$ cat config.mk
export PLATFORM = sky130hd
export DESIGN_NAME = apb_master_ctrl
export DESIGN_NICKNAME = d
export VERILOG_FILES = /design/src/rtl/apb_pkg.sv /design/src/rtl/apb_wait_timer.sv /design/src/rtl/apb_master_ctrl.sv
export SDC_FILE = /design/constraint.sdc
export NUM_CORES = 1
export LEC_CHECK = 0
export CORE_UTILIZATION = 30
export CTS_BUF_LIST = sky130_fd_sc_hd__clkbuf_8
export DETAILED_ROUTE_END_ITERATION = 12
export PLACE_DENSITY = 0.67
export SETUP_SLACK_MARGIN = 0.1
export SLEW_MARGIN = 5
export SYNTH_ARGS = -nofsm -noshare
export SYNTH_HDL_FRONTEND = slang
export SYNTH_SLANG_ARGS = --single-unit
$ cat constraint.sdc
create_clock -name pclk -period 1.9 [get_ports pclk]
set_input_delay 0.285 -clock pclk [delete_from_list [all_inputs] [get_ports pclk]]
set_output_delay 0.285 -clock pclk [all_outputs]
set_load 0.005 [all_outputs]
$ cat src/rtl/apb_pkg.sv
// Shared types and widths for the APB master controller.
//   apb_state_e : 2-bit controller state
//   APB_ADDR_W  : APB address width
//   APB_DATA_W  : APB data width
//   ERR_CNT_W   : width of the saturating error counter
package apb_pkg;

  localparam int APB_ADDR_W = 32;
  localparam int APB_DATA_W = 32;
  localparam int ERR_CNT_W  = 8;

  typedef enum logic [1:0] {
    IDLE   = 2'd0,
    SETUP  = 2'd1,
    ACCESS = 2'd2,
    RESP   = 2'd3
  } apb_state_e;

  function automatic logic [ERR_CNT_W-1:0] sat_inc(input logic [ERR_CNT_W-1:0] v);
    return (v == {ERR_CNT_W{1'b1}}) ? v : v + 1'b1;
  endfunction

endpackage

$ cat src/rtl/apb_wait_timer.sv
// ACCESS-phase wait timer for the APB master.
// Down-counter loaded with TIMEOUT_CYCLES-1 while clear is high; every
// enabled cycle decrements it, and the enabled cycle that finds it at zero
// is the TIMEOUT_CYCLES-th waited cycle, which raises expired.
//   pclk    : clock
//   preset  : synchronous active-high reset (counter to 0)
//   clear   : reload the counter (held while not in ACCESS)
//   enable  : count this cycle (ACCESS with pready low)
//   expired : the current enabled cycle is the last one allowed
module apb_wait_timer #(
  parameter int unsigned TIMEOUT_CYCLES = 16
) (
  input  logic pclk,
  input  logic preset,
  input  logic clear,
  input  logic enable,
  output logic expired
);

  localparam logic [7:0] LOAD_VAL = 8'(TIMEOUT_CYCLES - 1);

  logic [7:0] cnt_q, cnt_d;

  always_comb begin
    cnt_d = cnt_q;
    if (clear) begin
      cnt_d = LOAD_VAL;
    end else if (enable && (cnt_q != 8'd0)) begin
      cnt_d = cnt_q - 8'd1;
    end
  end

  always_ff @(posedge pclk) begin
    if (preset) begin
      cnt_q <= 8'd0;
    end else begin
      cnt_q <= cnt_d;
    end
  end

  assign expired = enable && !clear && (cnt_q == 8'd0);

endmodule

$ cat src/rtl/apb_master_ctrl.sv
// APB master controller: turns a valid/ready command into one APB transfer
// (SETUP then ACCESS) and returns the result on a valid/ready response port.
// Optional ACCESS timeout when APB_MASTER_TIMEOUT_EN is defined; otherwise
// ACCESS waits for pready indefinitely.
//
// Ports:
//   pclk, preset                   : clock, synchronous active-high reset
//   cmd_valid/cmd_ready            : command handshake
//   cmd_write, cmd_addr, cmd_wdata : command contents
//   rsp_valid/rsp_ready            : response handshake
//   rsp_rdata, rsp_slverr          : read data (0 for writes), error flag
//   err_count                      : saturating count of error responses
//   psel, penable, pwrite          : APB control
//   paddr, pwdata                  : APB address / write data
//   prdata, pready, pslverr        : APB slave response
//
// state  | meaning
// IDLE   | waiting for a command, cmd_ready high
// SETUP  | psel=1 penable=0, one cycle
// ACCESS | psel=1 penable=1, waiting for pready (or timeout)
// RESP   | rsp_valid=1, waiting for rsp_ready
module apb_master_ctrl
  import apb_pkg::*;
#(
  parameter int unsigned TIMEOUT_CYCLES = 16
) (
  input  logic                  pclk,
  input  logic                  preset,
  input  logic                  cmd_valid,
  output logic                  cmd_ready,
  input  logic                  cmd_write,
  input  logic [APB_ADDR_W-1:0] cmd_addr,
  input  logic [APB_DATA_W-1:0] cmd_wdata,
  output logic                  rsp_valid,
  input  logic                  rsp_ready,
  output logic [APB_DATA_W-1:0] rsp_rdata,
  output logic                  rsp_slverr,
  output logic [ERR_CNT_W-1:0]  err_count,
  output logic                  psel,
  output logic                  penable,
  output logic                  pwrite,
  output logic [APB_ADDR_W-1:0] paddr,
  output logic [APB_DATA_W-1:0] pwdata,
  input  logic [APB_DATA_W-1:0] prdata,
  input  logic                  pready,
  input  logic                  pslverr
);

  if ((TIMEOUT_CYCLES < 1) || (TIMEOUT_CYCLES > 255)) begin : g_bad_timeout
    $error("apb_master_ctrl: TIMEOUT_CYCLES must be in 1..255");
  end

  apb_state_e            state_q, state_d;
  logic                  cmd_ready_q, cmd_ready_d;
  logic                  pwrite_q, pwrite_d;
  logic [APB_ADDR_W-1:0] paddr_q, paddr_d;
  logic [APB_DATA_W-1:0] pwdata_q, pwdata_d;
  logic [APB_DATA_W-1:0] rsp_rdata_q, rsp_rdata_d;
  logic                  rsp_slverr_q, rsp_slverr_d;
  logic [ERR_CNT_W-1:0]  err_cnt_q, err_cnt_d;
  logic                  timeout_hit;

`ifdef APB_MASTER_TIMEOUT_EN
  logic wait_clear;
  logic wait_en;

  assign wait_clear = (state_q != ACCESS);
  assign wait_en    = (state_q == ACCESS) && !pready;

  apb_wait_timer #(
    .TIMEOUT_CYCLES (TIMEOUT_CYCLES)
  ) u_wait_timer (
    .pclk    (pclk),
    .preset  (preset),
    .clear   (wait_clear),
    .enable  (wait_en),
    .expired (timeout_hit)
  );
`else
  assign timeout_hit = 1'b0;
`endif

  always_comb begin
    state_d      = state_q;
    pwrite_d     = pwrite_q;
    paddr_d      = paddr_q;
    pwdata_d     = pwdata_q;
    rsp_rdata_d  = rsp_rdata_q;
    rsp_slverr_d = rsp_slverr_q;
    err_cnt_d    = err_cnt_q;

    case (state_q)
      IDLE: begin
        // cmd_ready_q is low in the first cycle out of reset, so no accept there
        if (cmd_valid && cmd_ready_q) begin
          pwrite_d = cmd_write;
          paddr_d  = cmd_addr;
          pwdata_d = cmd_wdata;
          state_d  = SETUP;
        end
      end
      SETUP: begin
        state_d = ACCESS;
      end
      ACCESS: begin
        if (pready) begin
          rsp_rdata_d  = pwrite_q ? '0 : prdata;
          rsp_slverr_d = pslverr;
          if (pslverr) begin
            err_cnt_d = sat_inc(err_cnt_q);
          end
          state_d = RESP;
        end else if (timeout_hit) begin
          rsp_rdata_d  = '0;
          rsp_slverr_d = 1'b1;
          err_cnt_d    = sat_inc(err_cnt_q);
          state_d      = RESP;
        end
      end
      RESP: begin
        if (rsp_ready) begin
          state_d = IDLE;
        end
      end
      default: begin
        state_d = IDLE;
      end
    endcase

    cmd_ready_d = (state_d == IDLE);
  end

  always_ff @(posedge pclk) begin
    if (preset) begin
      state_q      <= IDLE;
      cmd_ready_q  <= 1'b0;
      pwrite_q     <= 1'b0;
      paddr_q      <= '0;
      pwdata_q     <= '0;
      rsp_rdata_q  <= '0;
      rsp_slverr_q <= 1'b0;
      err_cnt_q    <= '0;
    end else begin
      state_q      <= state_d;
      cmd_ready_q  <= cmd_ready_d;
      pwrite_q     <= pwrite_d;
      paddr_q      <= paddr_d;
      pwdata_q     <= pwdata_d;
      rsp_rdata_q  <= rsp_rdata_d;
      rsp_slverr_q <= rsp_slverr_d;
      err_cnt_q    <= err_cnt_d;
    end
  end

  assign cmd_ready  = cmd_ready_q;
  assign psel       = (state_q == SETUP) || (state_q == ACCESS);
  assign penable    = (state_q == ACCESS);
  assign rsp_valid  = (state_q == RESP);
  assign pwrite     = pwrite_q;
  assign paddr      = paddr_q;
  assign pwdata     = pwdata_q;
  assign rsp_rdata  = rsp_rdata_q;
  assign rsp_slverr = rsp_slverr_q;
  assign err_count  = err_cnt_q;

endmodule

==> metrics, run 1 <==
Critical Path AT=1410 ps; hold_buf cts=0; final setup violation count=0; final worst slack=204 ps; RSZ-0062 raised after global routing=no; leakage=2.29 nW; DR vias=4166; Tcrit/Tclk final=89.3%; Worst slew margin=67.5%; crit end category=primary output; pre-CTS setup slack=239 ps; final core occ=49.7%; fin. max-slew vios=0; worst hold path class=in -> reg; status=finished clean; path type of the worst setup path=reg -> out; Mapped Avg Cell Area=8.33 um^2; sequential element share of the synthesized area=52.2%; Die H=120 um; largest net degree at the start of global routing=66; post-placement cell count=863; largest cells by area after synthesis=dfxtp_1 52%, nand2_1 15%, a21oi_1 12%; Total Negative Setup Slacks=0 ps; core area=13400 um^2; htree depth=3; share of the synthesized area in the top cell type=52.2%; first-pass GRT wire length=19100 um; Clock Latency Late Sink=370 ps; total CTS buffers=9; Largest delay share family, worst path=buffers and inverters; skew final=5.53 ps; WL per Instance=14.0 um; Cells after Synth=502; worst path bufs/invs=1; row count=42; cell taking the most area after synthesis=dfxtp_1; DR vias/cell=4.73; Post-Route WL=12300 um; grt ovf=0; Worst path max stage delay=580 ps; First-pass DRT Iterations=4; Ys Warns=0; clock transition time at the flip-flop clock pins of the worst setup and hold paths=100 ps; initial antenna violation count=0; Max FO, Critical Path=8; Bufs on Longest Clock Path=2; Final Non-Filler Cells=880; TritonCTS clock tree=done; fmax=590 MHz; syn nets=610; hold slack final=359 ps; Synth Cell Area=4180 um^2; fin area=6660 um^2; minimum clock period=1700 ps; max_cap viols=0; total chip power=6.14 mW; Max rail drop VDD=0.487 mV; worst path required time=1620 ps; post-DP HPWL=8720 um; Area Overhead vs Synth=59.3%; post-synth cell types=35; Starting Density=31.2%; P per Cell Area=921 nW/um^2; CTS Root Cell=clkbuf_8; I/O Buffers=212; share of layout cells above drive strength 1=5.97%; Critical-path top delay cell=clkdlybuf4s50_1; Hold Fails Final Rpt=0; ant diodes=0; Layout fillers=1273; die area=14400 um^2; detailed router's first-iteration violation count=169; Layout Nets=807; Final ANT Viol Nets=0; Synth Register Bits=109; Critical Path, Cell by Cell=clkdlybuf4s50_1; Die Width=120 um; All-Layer GR Usage=16.7%; DRC viols=0; number of clock sinks=109; Worst setup SP type=flop; DP Area=6450 um^2; vias in the first global route=3868; I/O pins=213; Placer Congestion=0.765; Worst Max-Slew Pin Slew=488 ps
## worst paths after layout
| check | start | endpoint | slack, ps | cells past startpoint |
|---|---|---|---|---|
| worst max-delay path | err_count[2]$_SDFFE_PP0P_ | err_count[2] | 200 | 1 |
| worst min-delay path | preset | rsp_rdata[21]$_SDFFE_PP0P_ | 360 | 2 |
| worst max register to register | err_count[0]$_SDFFE_PP0P_ | err_count[3]$_SDFFE_PP0P_ | 330 | 4 |
| worst min register to register | rsp_rdata[19]$_SDFFE_PP0P_ | rsp_rdata[19]$_SDFFE_PP0P_ | 460 | 2 |
## placed cells by master (no fill, tap or decap), types with 2 or more instances in the layout
| master | count |
|---|---|
| clkdlybuf4s50_1 | 208 |
| nand2_1 | 166 |
| dfxtp_1 | 107 |
| a21oi_1 | 101 |
| nand3b_1 | 32 |
| clkbuf_8 | 10 |
| buf_4 | 10 |
| inv_1 | 6 |
| nor2_1 | 6 |
| nor2b_1 | 4 |
| ha_1 | 4 |
| a31oi_1 | 3 |
| buf_12 | 3 |
| and2_1 | 2 |
| and3_4 | 2 |
| a211oi_2 | 2 |
| nor3_1 | 2 |
| a41oi_1 | 2 |
| a211oi_1 | 2 |
| nand3_1 | 2 |
| mux2_4 | 2 |
| nand2b_1 | 2 |
| a221oi_1 | 2 |
| clkinv_2 | 2 |
| dlygate4sd2_1 | 2 |
## cell type report
type	count	area (um^2)	area share, %
timing repair buffer	224	2250	33.7
multi-input combinational	350	1800	27.0
sequential	109	2190	32.8
inverter	5	18.8	0.282
tap	176	220	3.30
clock inverter	6	55.1	0.826
clock buffer	10	138	2.07
## state kept, by name, summed over array words and instances (netlist names)
| signal | flops |
|---|---|
| paddr | 32 |
| pwdata | 32 |
| rsp_rdata | 32 |
| err_count | 8 |
| state_q | 2 |
| cmd_ready | 1 |
| pwrite | 1 |
| rsp_slverr | 1 |
## Yosys cell counts, drive strengths merged
| cell type | count |
|---|---|
| dfxtp | 109 |
| ha | 5 |
| nor2b | 4 |
| inv | 5 |
| buf | 25 |
| nand2b | 2 |
| mux2 | 2 |
| clkbuf | 13 |
| a211oi | 4 |
| a21oi | 102 |
| a41oi | 2 |
| nor3 | 2 |
| mux2i | 1 |
| a41o | 1 |
| and3 | 4 |
| nor2 | 6 |
| o22ai | 1 |
| a221oi | 2 |
| a31oi | 3 |
| and4 | 2 |
| nand3b | 32 |
| or3 | 1 |
| nand2 | 166 |
| a311oi | 1 |
| nand3 | 3 |
| and2 | 2 |
| a2111oi | 1 |
| nand4 | 1 |
## repair_timing
item                                    CTS  global route
endpoints found under the hold margin     0             0
buffers inserted                          1             0
resized for setup                         7             2
endpoints found under the setup margin    3             1
## layer usage
| metal | share of wire [%] | vias up | wire length (um) | track usage (%) |
|---|---|---|---|---|
| li1 | - | 2065 | - | - |
| met1 | 43 | 1935 | 5280 | 21.0 |
| met2 | 48 | 146 | 5950 | 26.9 |
| met3 | 7.0 | 20 | 866 | 4.85 |
| met4 | 2.0 | 0 | 249 | 6.56 |
| met5 | 0 | - | 0 | 0 |
## kinds of logic after synthesis
family	after synthesis	share of synthesized area, %
simple gates	225	24.6
compound gates	117	15.5
flops	109	52.2
buf+inv	43	5.29
fa+ha+maj	5	1.50
mux	3	0.957
## power breakdown
group          leakage, nW  switching [mW]  internal (mW)
Combinational         1.30           0.916           1.06
Sequential           0.885           0.164           2.59
Clock                0.105           0.773          0.633
(Power assumes the default switching activity.)
==> inputs of run 2 (changes only) <==
--- a/config.mk
+++ b/config.mk
@@ -5,6 +5,7 @@
 export SDC_FILE = /design/constraint.sdc
 export NUM_CORES = 1
 export LEC_CHECK = 0
+export CAP_MARGIN = 0
 export CORE_UTILIZATION = 30
 export CTS_BUF_LIST = sky130_fd_sc_hd__clkbuf_8
 export DETAILED_ROUTE_END_ITERATION = 12
==> results of run 2 <==
No change in the layout: final DEF, timing and power equal those of run 1.
==> inputs of run 3 (changes only) <==
--- a/config.mk
+++ b/config.mk
@@ -6,10 +6,10 @@
 export NUM_CORES = 1
 export LEC_CHECK = 0
 export CAP_MARGIN = 0
-export CORE_UTILIZATION = 30
+export CORE_UTILIZATION = 39
 export CTS_BUF_LIST = sky130_fd_sc_hd__clkbuf_8
 export DETAILED_ROUTE_END_ITERATION = 12
-export PLACE_DENSITY = 0.67
+export PLACE_DENSITY = 0.83
 export SETUP_SLACK_MARGIN = 0.1
 export SLEW_MARGIN = 5
 export SYNTH_ARGS = -nofsm -noshare
==> constraint.sdc (replaced) <==
create_clock -name pclk -period 1.9 [get_ports pclk]
set_input_delay 0.475 -clock pclk [delete_from_list [all_inputs] [get_ports pclk]]
set_output_delay 0.475 -clock pclk [all_outputs]
set_load 0.005 [all_outputs]
==> metrics, run 3 (synthesized netlist as in run 1, its figures left out) <==
status=finished clean; initial antenna violation count=0; GRT met2 Usage=40.2%; skew final=22.3 ps; I/O pins=213; Worst slew margin=75.4%; Die Width=106 um; Max FO, Critical Path=7; row count=37; Starting Density=40.3%; DR vias=4182; Total Negative Setup Slacks=0 ps; RSZ-0062 raised after global routing=yes; grt met3 use=4.58%; htree depth=3; max_cap viols=0; Critical Path, Cell by Cell=clkdlybuf4s50_1; leakage=2.29 nW; GRT Max-Usage Layer=met2; number of clock sinks=109; crit end category=primary output; total chip power=6.24 mW; Critical Path AT=1280 ps; most frequent cells in the layout=207 x clkdlybuf4s50_1, 166 x nand2_1, 101 x a21oi_1, 98 x dfxtp_1, 32 x nand3b_1; worst path bufs/invs=1; Final ANT Viol Nets=0; All-Layer GR Usage=21.8%; hold slack final=457 ps; met1 Usage GRT=23.8%; final setup violation count=0; die area=11100 um^2; fmax=568 MHz; core area=10400 um^2; Tcrit/Tclk final=92.6%; I/O Buffers=212; share of layout cells above drive strength 1=7.38%; worst path required time=1420 ps; Layout fillers=861; path type of the worst setup path=reg -> out; fin. max-slew vios=0; grt ovf=0; Die H=106 um; Hold Fails Final Rpt=0; commonest non-fill, non-tap cell in the layout=clkdlybuf4s50_1; WL per Instance=14.8 um; Post-Route WL=12400 um; detailed router's first-iteration violation count=272; ant diodes=0; First-pass DRT Iterations=4; CTS Root Cell=clkbuf_8; Bufs on Longest Clock Path=2; Critical-path top delay cell=clkdlybuf4s50_1; vias in the first global route=4120; Placer Congestion=0.826; worst hold path class=reg -> reg; Layout Nets=808; DRC viols=0; first-pass GRT wire length=19400 um; total CTS buffers=9; clock transition time at the flip-flop clock pins of the worst setup and hold paths=100 ps; P per Cell Area=937 nW/um^2; Max rail drop VDD=0.767 mV; Area Overhead vs Synth=59.3%; Worst setup SP type=flop; Worst path max stage delay=530 ps; Largest delay share family, worst path=buffers and inverters; Clock Latency Late Sink=360 ps; minimum clock period=1760 ps; Worst Max-Slew Pin Slew=359 ps; hold_buf cts=0; TritonCTS clock tree=done; DR vias/cell=4.97; post-DP HPWL=8890 um; largest net degree at the start of global routing=66
==> run 3: timing repair <==
item | 4_1_cts | 5_1_grt
endpoints found under the setup margin | 11 | 8
buffers inserted | 2 | 0
resized for setup | 15 | 8
hold endpoints to repair | 0 | 0
==> run 3: area by class of cell <==
| type | instances | area, um^2 | area share [%] |
|---|---|---|---|
| Clock buffer | 11 | 151 | 2.27 |
| Tap cell | 136 | 170 | 2.55 |
| Multi-Input combinational cell | 350 | 1790 | 26.8 |
| Sequential cell | 109 | 2210 | 33.1 |
| Inverter | 5 | 18.8 | 0.282 |
| Timing Repair Buffer | 225 | 2270 | 34.0 |
| Clock inverter | 5 | 63.8 | 0.958 |
==> run 3: stage by stage <==
step	instance area, um^2	cells	util (%)	worst slack, ps
after floorplan	4180	502	-	365
after global placement	6410	823	61.8	134
after detailed placement	6410	823	61.8	27.8
after CTS	6650	841	64.1	89.5
after global routing	6660	841	64.3	75.6
final	6660	841	64.3	140
==> run 3: layer usage <==
layer / share of wire, % / vias up / routed length [um]
li1: - / 2066 / -
met2: 51 / 150 / 6410
met5: 0 / - / 0
met1: 39 / 1939 / 4900
met3: 6.0 / 27 / 746
met4: 3.1 / 0 / 385
==> run 3: power breakdown <==
part | switching, mW | internal (mW)
Combinational | 0.916 | 1.08
Clock | 0.810 | 0.700
Sequential | 0.155 | 2.58
==> run 3: path summary, 6_finish.rpt <==
kind                               from                         end  slack, ps  cells after the start
max reg2reg   err_count[0]$_SDFFE_PP0P_   err_count[0]$_SDFFE_PP0P_        350                      4
max           err_count[3]$_SDFFE_PP0P_                err_count[3]        140                      1
min          rsp_rdata[29]$_SDFFE_PP0P_  rsp_rdata[29]$_SDFFE_PP0P_        460                      2
min reg2reg  rsp_rdata[29]$_SDFFE_PP0P_  rsp_rdata[29]$_SDFFE_PP0P_        460                      2
